### config.mk
export PLATFORM = sky130hd
export DESIGN_NAME = dummy_line_sequencer
export DESIGN_NICKNAME = d
export VERILOG_FILES = /design/src/rtl/dls_pkg.sv /design/src/rtl/dls_tc_counter.sv /design/src/rtl/dummy_line_sequencer.sv
export SDC_FILE = /design/constraint.sdc
export NUM_CORES = 1
export LEC_CHECK = 0
export CORE_ASPECT_RATIO = 0.7
export CORE_MARGIN = 3
export CORE_UTILIZATION = 54
export DETAILED_ROUTE_END_ITERATION = 6
export GPL_TIMING_DRIVEN = 1
export PLACE_DENSITY = 0.87
export SLEW_MARGIN = 20
export SYNTH_ARGS = -nofsm -noshare
export SYNTH_HDL_FRONTEND = slang
export SYNTH_SLANG_ARGS = --single-unit
### constraint.sdc
create_clock -name CLK -period 4 [get_ports CLK]
set_clock_uncertainty 0.2 [all_clocks]
set_input_delay 1.2 -clock CLK [delete_from_list [all_inputs] [get_ports CLK]]
set_output_delay 1.2 -clock CLK [all_outputs]
set_load 0.1 [all_outputs]
### src/rtl/dls_pkg.sv
// dls_pkg: shared definitions for the dummy line sequencer.
//   - one-hot FSM state encoding
//   - counter widths for the sample, gap and line counters
//   - legality check for the frame geometry parameters
package dls_pkg;

  localparam int SAMP_W = 16;
  localparam int GAP_W  = 8;
  localparam int LINE_W = 8;

  // One-hot encoding; each state owns exactly one bit.
  typedef enum logic [4:0] {
    ST_IDLE = 5'b00001,
    ST_ARM  = 5'b00010,
    ST_LINE = 5'b00100,
    ST_GAP  = 5'b01000,
    ST_FIN  = 5'b10000
  } state_e;

  // True when the frame geometry fits the counter widths above.
  function automatic bit params_legal(int samples, int lines, int gap);
    return (samples >= 1) && (samples <= 65535) &&
           (lines   >= 1) && (lines   <= 256)   &&
           (gap     >= 0) && (gap     <= 255);
  endfunction

endpackage

### src/rtl/dls_tc_counter.sv
// dls_tc_counter: generic up-counter that wraps to zero after reaching TC.
//   clk    : clock
//   clr_i  : synchronous clear (highest priority)
//   en_i   : count enable
//   cnt_o  : current count
//   tc_o   : high while the count equals the terminal value TC
module dls_tc_counter #(
  parameter int             W  = 8,
  parameter logic [W-1:0]   TC = '0
) (
  input  logic         clk,
  input  logic         clr_i,
  input  logic         en_i,
  output logic [W-1:0] cnt_o,
  output logic         tc_o
);

  logic [W-1:0] cnt_q;
  logic [W-1:0] cnt_d;

  always_comb begin
    cnt_d = cnt_q;
    if (clr_i) begin
      cnt_d = '0;
    end else if (en_i) begin
      // Wrapping at TC lets the owner reuse the counter line after line.
      cnt_d = (cnt_q == TC) ? '0 : cnt_q + 1'b1;
    end
  end

  always_ff @(posedge clk) begin
    cnt_q <= cnt_d;
  end

  assign cnt_o = cnt_q;
  assign tc_o  = (cnt_q == TC);

endmodule

### src/rtl/dummy_line_sequencer.sv
// dummy_line_sequencer: frames the external 16-bit test-pattern counter into
// LINES scan lines of SAMPLES samples, separated by GAP idle cycles, and
// presents them as a valid/ready stream.
//   CLK, CLR        : clock and synchronous active-high reset
//   START, ABORT    : host frame request / frame abort
//   CNT_Q           : pattern counter value (in)
//   CNT_nCLR        : pattern counter clear, active-low, registered
//   CNT_nEN         : pattern counter enable, active-low, combinational
//   DATA_OUT, VALID, READY, SOF, EOL, LINE_IDX : output stream
//   BUSY, DONE      : frame in progress / one-cycle completion pulse
module dummy_line_sequencer
  import dls_pkg::*;
#(
  parameter int SAMPLES = 256,
  parameter int LINES   = 64,
  parameter int GAP     = 16
) (
  input  logic              CLK,
  input  logic              CLR,
  input  logic              START,
  input  logic              ABORT,
  input  logic [15:0]       CNT_Q,
  output logic              CNT_nCLR,
  output logic              CNT_nEN,
  output logic [15:0]       DATA_OUT,
  output logic              VALID,
  input  logic              READY,
  output logic              SOF,
  output logic              EOL,
  output logic [LINE_W-1:0] LINE_IDX,
  output logic              BUSY,
  output logic              DONE
);

  generate
    if (!params_legal(SAMPLES, LINES, GAP)) begin : g_bad_params
      $error("dummy_line_sequencer: SAMPLES/LINES/GAP out of range");
    end
  endgenerate

  localparam logic [SAMP_W-1:0] SAMP_TC = SAMP_W'(SAMPLES - 1);
  localparam logic [LINE_W-1:0] LINE_TC = LINE_W'(LINES - 1);
  // GAP=0 never enters the gap state, so its terminal value is irrelevant.
  localparam logic [GAP_W-1:0]  GAP_TC  = GAP_W'((GAP == 0) ? 0 : GAP - 1);

  state_e state_q;
  state_e state_d;
  logic   cnt_nclr_q;
  logic   cnt_nclr_d;

  logic              in_line;
  logic              in_idle;
  logic              beat;
  logic              cnt_clr;
  logic [SAMP_W-1:0] samp_cnt;
  logic              samp_tc;
  logic [GAP_W-1:0]  gap_cnt_unused;
  logic              gap_tc;
  logic [LINE_W-1:0] line_cnt;
  logic              line_tc;

  assign in_line = (state_q == ST_LINE);
  assign in_idle = (state_q == ST_IDLE);
  assign beat    = in_line && READY;
  // Counters are held at zero while idle so every frame starts clean.
  assign cnt_clr = CLR || in_idle;

  dls_tc_counter #(.W(SAMP_W), .TC(SAMP_TC)) u_samp_cnt (
    .clk   (CLK),
    .clr_i (cnt_clr),
    .en_i  (beat),
    .cnt_o (samp_cnt),
    .tc_o  (samp_tc)
  );

  dls_tc_counter #(.W(GAP_W), .TC(GAP_TC)) u_gap_cnt (
    .clk   (CLK),
    .clr_i (cnt_clr),
    .en_i  (state_q == ST_GAP),
    .cnt_o (gap_cnt_unused),
    .tc_o  (gap_tc)
  );

  // The line index stops at LINES-1 so it stays valid through FIN.
  dls_tc_counter #(.W(LINE_W), .TC(LINE_TC)) u_line_cnt (
    .clk   (CLK),
    .clr_i (cnt_clr),
    .en_i  (beat && samp_tc && !line_tc),
    .cnt_o (line_cnt),
    .tc_o  (line_tc)
  );

  always_comb begin
    state_d = state_q;
    case (state_q)
      ST_IDLE: begin
        if (START && !ABORT) state_d = ST_ARM;
      end
      ST_ARM: begin
        state_d = ABORT ? ST_IDLE : ST_LINE;
      end
      ST_LINE: begin
        if (ABORT) begin
          state_d = ST_IDLE;
        end else if (beat && samp_tc) begin
          if (line_tc)       state_d = ST_FIN;
          else if (GAP > 0)  state_d = ST_GAP;
          else               state_d = ST_LINE;
        end
      end
      ST_GAP: begin
        if (ABORT)       state_d = ST_IDLE;
        else if (gap_tc) state_d = ST_LINE;
      end
      ST_FIN: begin
        state_d = ST_IDLE;
      end
      default: begin
        state_d = ST_IDLE;
      end
    endcase
    // Pulse the pattern clear while ARM is the current state.
    cnt_nclr_d = (state_d != ST_ARM);
  end

  always_ff @(posedge CLK) begin
    if (CLR) begin
      state_q    <= ST_IDLE;
      cnt_nclr_q <= 1'b0;
    end else begin
      state_q    <= state_d;
      cnt_nclr_q <= cnt_nclr_d;
    end
  end

  assign CNT_nCLR = cnt_nclr_q;
  assign CNT_nEN  = ~beat;
  assign DATA_OUT = CNT_Q;
  assign VALID    = in_line;
  assign SOF      = in_line && (line_cnt == '0) && (samp_cnt == '0);
  assign EOL      = in_line && samp_tc;
  assign LINE_IDX = line_cnt;
  assign BUSY     = !in_idle;
  assign DONE     = (state_q == ST_FIN);

endmodule
==> results of run 1 <==
==> sequential cells by signal, summed over array words and instances (netlist names) <==
| name | count |
|---|---|
| CNT_nCLR | 1 |
| state_q | 5 |
| u_gap_cnt.cnt_o | 8 |
| u_line_cnt.cnt_o | 8 |
| u_samp_cnt.cnt_o | 16 |
==> metrics by stage <==
| step | hold WS [ns] | cell area, sq um | setup WS, ns | total power [mW] |
|---|---|---|---|---|
| after floorplan | 0.2444 | 2215 | -0.1283 | 0.4977 |
| after global routing | 0.3353 | 2380 | 0.2398 | 0.7255 |
| final | 0.3059 | 2380 | 0.2784 | 0.7027 |
| after CTS | 0.3073 | 2380 | 0.2868 | 0.7066 |
| after detailed placement | 0.2950 | 2288 | 0.3029 | 0.4346 |
| after global placement | 0.2562 | 2288 | 0.2917 | 0.4342 |
==> cells by family after synthesis <==
logic type,Yosys count,synth area share (%)
buffers and inverters,37,10.05
DFF,38,34.53
AOI/OAI and AO/OA,35,10.05
muxes,5,2.272
xor gates and xnor gates,15,5.963
adders and majority gates,5,2.839
and+or+nand+nor,133,34.30
==> layout by cell type, fill, tap and decap left out, types with 5 or more instances in the layout <==
cell	synthesis	final
or4_1	8	8
inv_1	8	8
and4_1	6	6
nand2_1	18	18
nand4_1	14	14
o31ai_1	8	8
buf_4	17	19
dfxtp_1	38	38
xor2_1	8	8
nor4_1	12	11
nor2_1	25	25
a21oi_1	15	15
clkbuf_8	0	6
nor3_1	9	8
xnor2_1	7	7
mux2i_1	5	5
ha_1	5	5
nand3_1	15	15
==> worst max-delay path by stage <==
stage	cells after the start	slack, ns	to	from
global route	4	0.24	CNT_nEN	READY
CTS	4	0.29	CNT_nEN	READY
detailed placement	4	0.30	CNT_nEN	READY
floorplan	4	-0.13	EOL	u_samp_cnt.cnt_o[11]
global placement	4	0.29	CNT_nEN	READY
finish	4	0.28	CNT_nEN	READY
==> per-layer routing <==
layer  global-route usage, %  up-vias
li1                        -      976
met1                   31.93      932
met2                   29.79       66
met3                   7.447       10
met4                   9.716        0
met5                       0        -
==> worst reg2reg max path, delay by kind of cell (launching register included) <==
family | cells | cell delay [ns]
and+or+nand+nor | 3 | 1.57
DFF | 1 | 0.48
muxes | 1 | 0.21
==> where the power goes <==
group	total [mW]	switching (mW)	internal (mW)
registers	0.383	0.00280	0.380
logic	0.0441	0.0309	0.0132
clock network	0.276	0.137	0.139
total	0.703	0.171	0.532
==> area by class of cell <==
type,count,area share [%]
multi-input cells,193,51.79
flip-flops and latches,38,31.97
clock inverters,1,0.2103
clock buffers,7,3.628
repair buffers,24,8.517
well taps,50,2.629
inverters,8,1.262
==> results.cfg, run 1 <==
[placement]
placed_cells = 313
io_buffers = 19
dp_hpwl_mm = 3.477
gp_congestion = 0.8496

[sta]
clock.fmax_mhz = 268.7
fin_crit_sh_pct = 93.04
finalHoldViolations = 0
setup_tns_ns = 0
maxSlewViolCount = 0
period_needed_ns = 3.722
setup_violations = 0
rsz0062_at_grt = no
worstMarginPinSlew_ns = 0.5301
slew_headroom_pct = 64.61

[cells_and_area]
drive_gt1_share_pct = 12.92
fin_nets = 296
antenna_cells = 0
postLayoutCoreUtil_pct = 64.04
nFillCells = 327
fin_cells = 321
register_area_sq_um = 760.7
area_delta_synth_final_pct = 8.007
multi_input_area_sq_um = 1232

[global_route]
antenna_found_initial = 0
grt_max_degree = 18
grt_pass1_wl_mm = 8.266
first_global_vias = 1761
grt_usage_pct = 22.23
grt.overflow.total = 0

[cts]
clkTransAtPathRegs_ns = 0.07
htree_num_levels = 2
cts_hold_buf = 0
cts_buffers = 5
cts_tree = done
postCtsSetupBuffers = 0
cts_sinks = 38
cts.path.max_buffers = 2
ctsRootBufferMaster = clkbuf_8
insertion_delay_ns = 0.30
cts_resized = 0

[worst_setup_path]
crit_slowest_cell = clkdlybuf4s50_1
cp_cell_sequence = clkdlybuf4s50_1 > and4bb_1 > nand2_1 > buf_12
rr_endpoint = u_line_cnt.cnt_o[3]
cp.arrival_ns = 2.32
critical_path_peak_fanout = 3
path_buf_inv = 2
critPathMaxStageDelay_ns = 0.50
critPathTopFamily = buffers and inverters
cp_data_required_time_ns = 2.60
cp-end-kind = output pin
worst-setup-path-type = in -> out
r2r_start = state_q[3]
reg2reg_slack_ns = 1.48
ff2ff_path_depth = 4
cp-start-kind = input pin

[pwr]
max-vdd-ir-drop_uv = 234.6
powerDensity_nw_per_um2 = 295.3
cellLeakagePower_nw = 0.7935

[synth]
syn_area_per_cell_sq_um = 8.222
synth_edf_count = 0
yosys-top-cells-count = dfxtp_1, nor2_1, nand2_1
yosysTopAreaCell = dfxtp_1
netlist_area_sq_um = 2203
synth-seq-cells = 38
synth-seq-area-share_pct = 34.53
ys_warn_count = 0
synth_top_area_share_pct = 34.53
synth_cells = 268
synth-main-ff-cell = dfxtp_1
async_reset_ff_share_pct = 0
synthDistinctLibCells = 46
synthTopCellsByArea = dfxtp_1, buf_4, nor2_1
synth_most_common_cell = dfxtp_1
synth_fp_nets = 294

[floorplan]
initial_utilization_pct = 59.29
dieArea_sq_um = 4895
io_pins = 52
die_y_um = 59.45
rows = 18
core-area_sq_um = 3716
die_w_um = 82.35

[detailed_routing]
wl_met2_mm = 2.097
dr.pass1.iters = 4
post-route-drc-count = 0
drt-met1-wl_mm = 2.371
first_iter_violations = 195
top_layer = met4
drt-total-wl_mm = 4.907
drt-wirelength-per-cell_um = 15.29
met3_length_um = 361
via_per_inst = 6.181
num_vias = 1984
ant_nets = 0

[worst_hold_path]
min-delay-start = u_gap_cnt.cnt_o[1]
hold_path.class = reg -> reg
whs_path_depth = 2
min_to = u_gap_cnt.cnt_o[1]

[run]
max_cap_violations = 0

[run_status]
status = finished, final reports clean
Power figures use the tool's default switching activity.
==> run 2: changes to the inputs <==
CORE_UTILIZATION = 50   (was 54)
PLACE_DENSITY = 0.81   (was 0.87)
clock period = 4.2 ns   (was 4 ns; I/O delays follow)
==> run 2 against run 1 <==
Against the previous run:
- first-iteration DRC count is 1.5% lower
- critical path depth stayed put
- flip-flop and latch count stayed put
- worst setup slack better by 0.099 ns
- hold slack worse by 0.0059 ns
- critical path type unchanged
- via count is 0.45% higher
- global-route usage is 1.7 points lower
- largest power group unchanged
- clock power is 3% lower
==> results.cfg, run 2 (synthesized netlist as in run 1, its figures left out) <==
[cts]
clkTransAtPathRegs_ns = 0.07
ctsRootBufferMaster = clkbuf_8
cts_hold_buf = 0
cts_tree = done
insertion_delay_ns = 0.30
cts.path.max_buffers = 2
cts_resized = 0
cts_buffers = 5
htree_num_levels = 2
postCtsSetupBuffers = 0
cts_sinks = 38

[floorplan]
io_pins = 52
initial_utilization_pct = 53.89
rows = 19
dieArea_sq_um = 5252
die_y_um = 61.54
core-area_sq_um = 4089
die_w_um = 85.35

[global_route]
first_global_vias = 1743
met1_usage_pct = 28.38
antenna_found_initial = 0
grt_usage_pct = 20.57
grt_max_degree = 18
grt.overflow.total = 0
busiest_layer = met2
met2_usage_pct = 29.65
grt_pass1_wl_mm = 8.342
use_met3_pct = 7.086

[cells_and_area]
drive_gt1_share_pct = 12.55
layout_commonest_cell = dfxtp_1
fin_nets = 296
most-common-layout-cells = dfxtp_1, nor2_1, nand2_1, buf_4
antenna_cells = 0
area_delta_synth_final_pct = 8.234
postLayoutCoreUtil_pct = 58.32
largest_reg_flops = 16

[pwr]
cellLeakagePower_nw = 0.7923
powerDensity_nw_per_um2 = 282.2
max-vdd-ir-drop_uv = 199.3

[sta]
period_needed_ns = 3.822
rsz0062_at_grt = no
maxSlewViolCount = 0
holdWs_ns = 0.3000
setup_violations = 0
worstMarginPinSlew_ns = 0.9579
clock.fmax_mhz = 261.6
slew_headroom_pct = 35.94
fin_ws_ns = 0.3775
setup_tns_ns = 0
finalHoldViolations = 0
fin_crit_sh_pct = 91.01

[detailed_routing]
drt-wirelength-per-cell_um = 15.58
via_per_inst = 6.170
ant_nets = 0
num_vias = 1993
post-route-drc-count = 0
first_iter_violations = 192
dr.pass1.iters = 5
drt-total-wl_mm = 5.031

[worst_setup_path]
cp_cell_sequence = clkdlybuf4s50_1 > and4bb_1 > nand2_1 > buf_12
cp.depth = 4
critPathMaxStageDelay_ns = 0.47
path_buf_inv = 2
ff2ff_path_depth = 5
cp.arrival_ns = 2.36
critPathTopFamily = buffers and inverters
worst-setup-path-type = in -> out
crit_slowest_cell = clkdlybuf4s50_1
cp-end-kind = output pin
cp_data_required_time_ns = 2.74
critical_path_peak_fanout = 3
cp-start-kind = input pin

[placement]
gp_congestion = 0.8591
pre_cts_ws_ns = 0.4071
dp_hpwl_mm = 3.506
io_buffers = 19

[worst_hold_path]
hold_path.class = reg -> reg
whs_path_depth = 2

[run]
max_cap_violations = 0

[run_status]
status = finished, final reports clean
[run 2: layout make-up]
type,count,area [sq um]
fill,369,1704
multi-input combinational,193,1232
sequential,38,760.7
timing repair buffer,24,205.2
clock buffer,7,86.33
tap,52,65.06
inverter,8,30.03
clock inverter,1,5.005
[run 2: worst paths after layout]
check,startpoint,end,slack (ns)
hold reg to reg,u_line_cnt.cnt_o[6],u_line_cnt.cnt_o[6],0.30
setup / recovery,READY,CNT_nEN,0.38
hold / removal,u_line_cnt.cnt_o[6],u_line_cnt.cnt_o[6],0.30
setup reg to reg,state_q[3],u_samp_cnt.cnt_o[11],1.55
[run 2: layer usage]
layer / up-vias / routed length, um
li1: 971 / -
met1: 929 / 2408
met2: 82 / 2130
met3: 11 / 433
met4: 0 / 59
met5: - / 0
[run 2: through the flow]
step           area [sq um]  std cells  power [mW]
2_1_floorplan          2215        268      0.4740
3_3_place_gp           2293        315      0.4132
3_5_place_dp           2293        315      0.4138
4_1_cts                2385        323      0.6741
5_1_grt                2385        323      0.6972
6_report               2385        323      0.6730
[run 2: tightest hold or removal path: cells and delay by family (launching register included)]
kind | cells | cell delay, ns
flops | 1 | 0.34
mux | 1 | 0.05
simple gates | 1 | 0.06
[run 2: where the power goes]
group | leakage [nW] | switching, mW | total, mW | internal [mW]
clock | 0.0482 | 0.135 | 0.267 | 0.133
combinational | 0.438 | 0.0289 | 0.0417 | 0.0127
sequential | 0.307 | 0.00267 | 0.364 | 0.362
total | 0.792 | 0.166 | 0.673 | 0.507
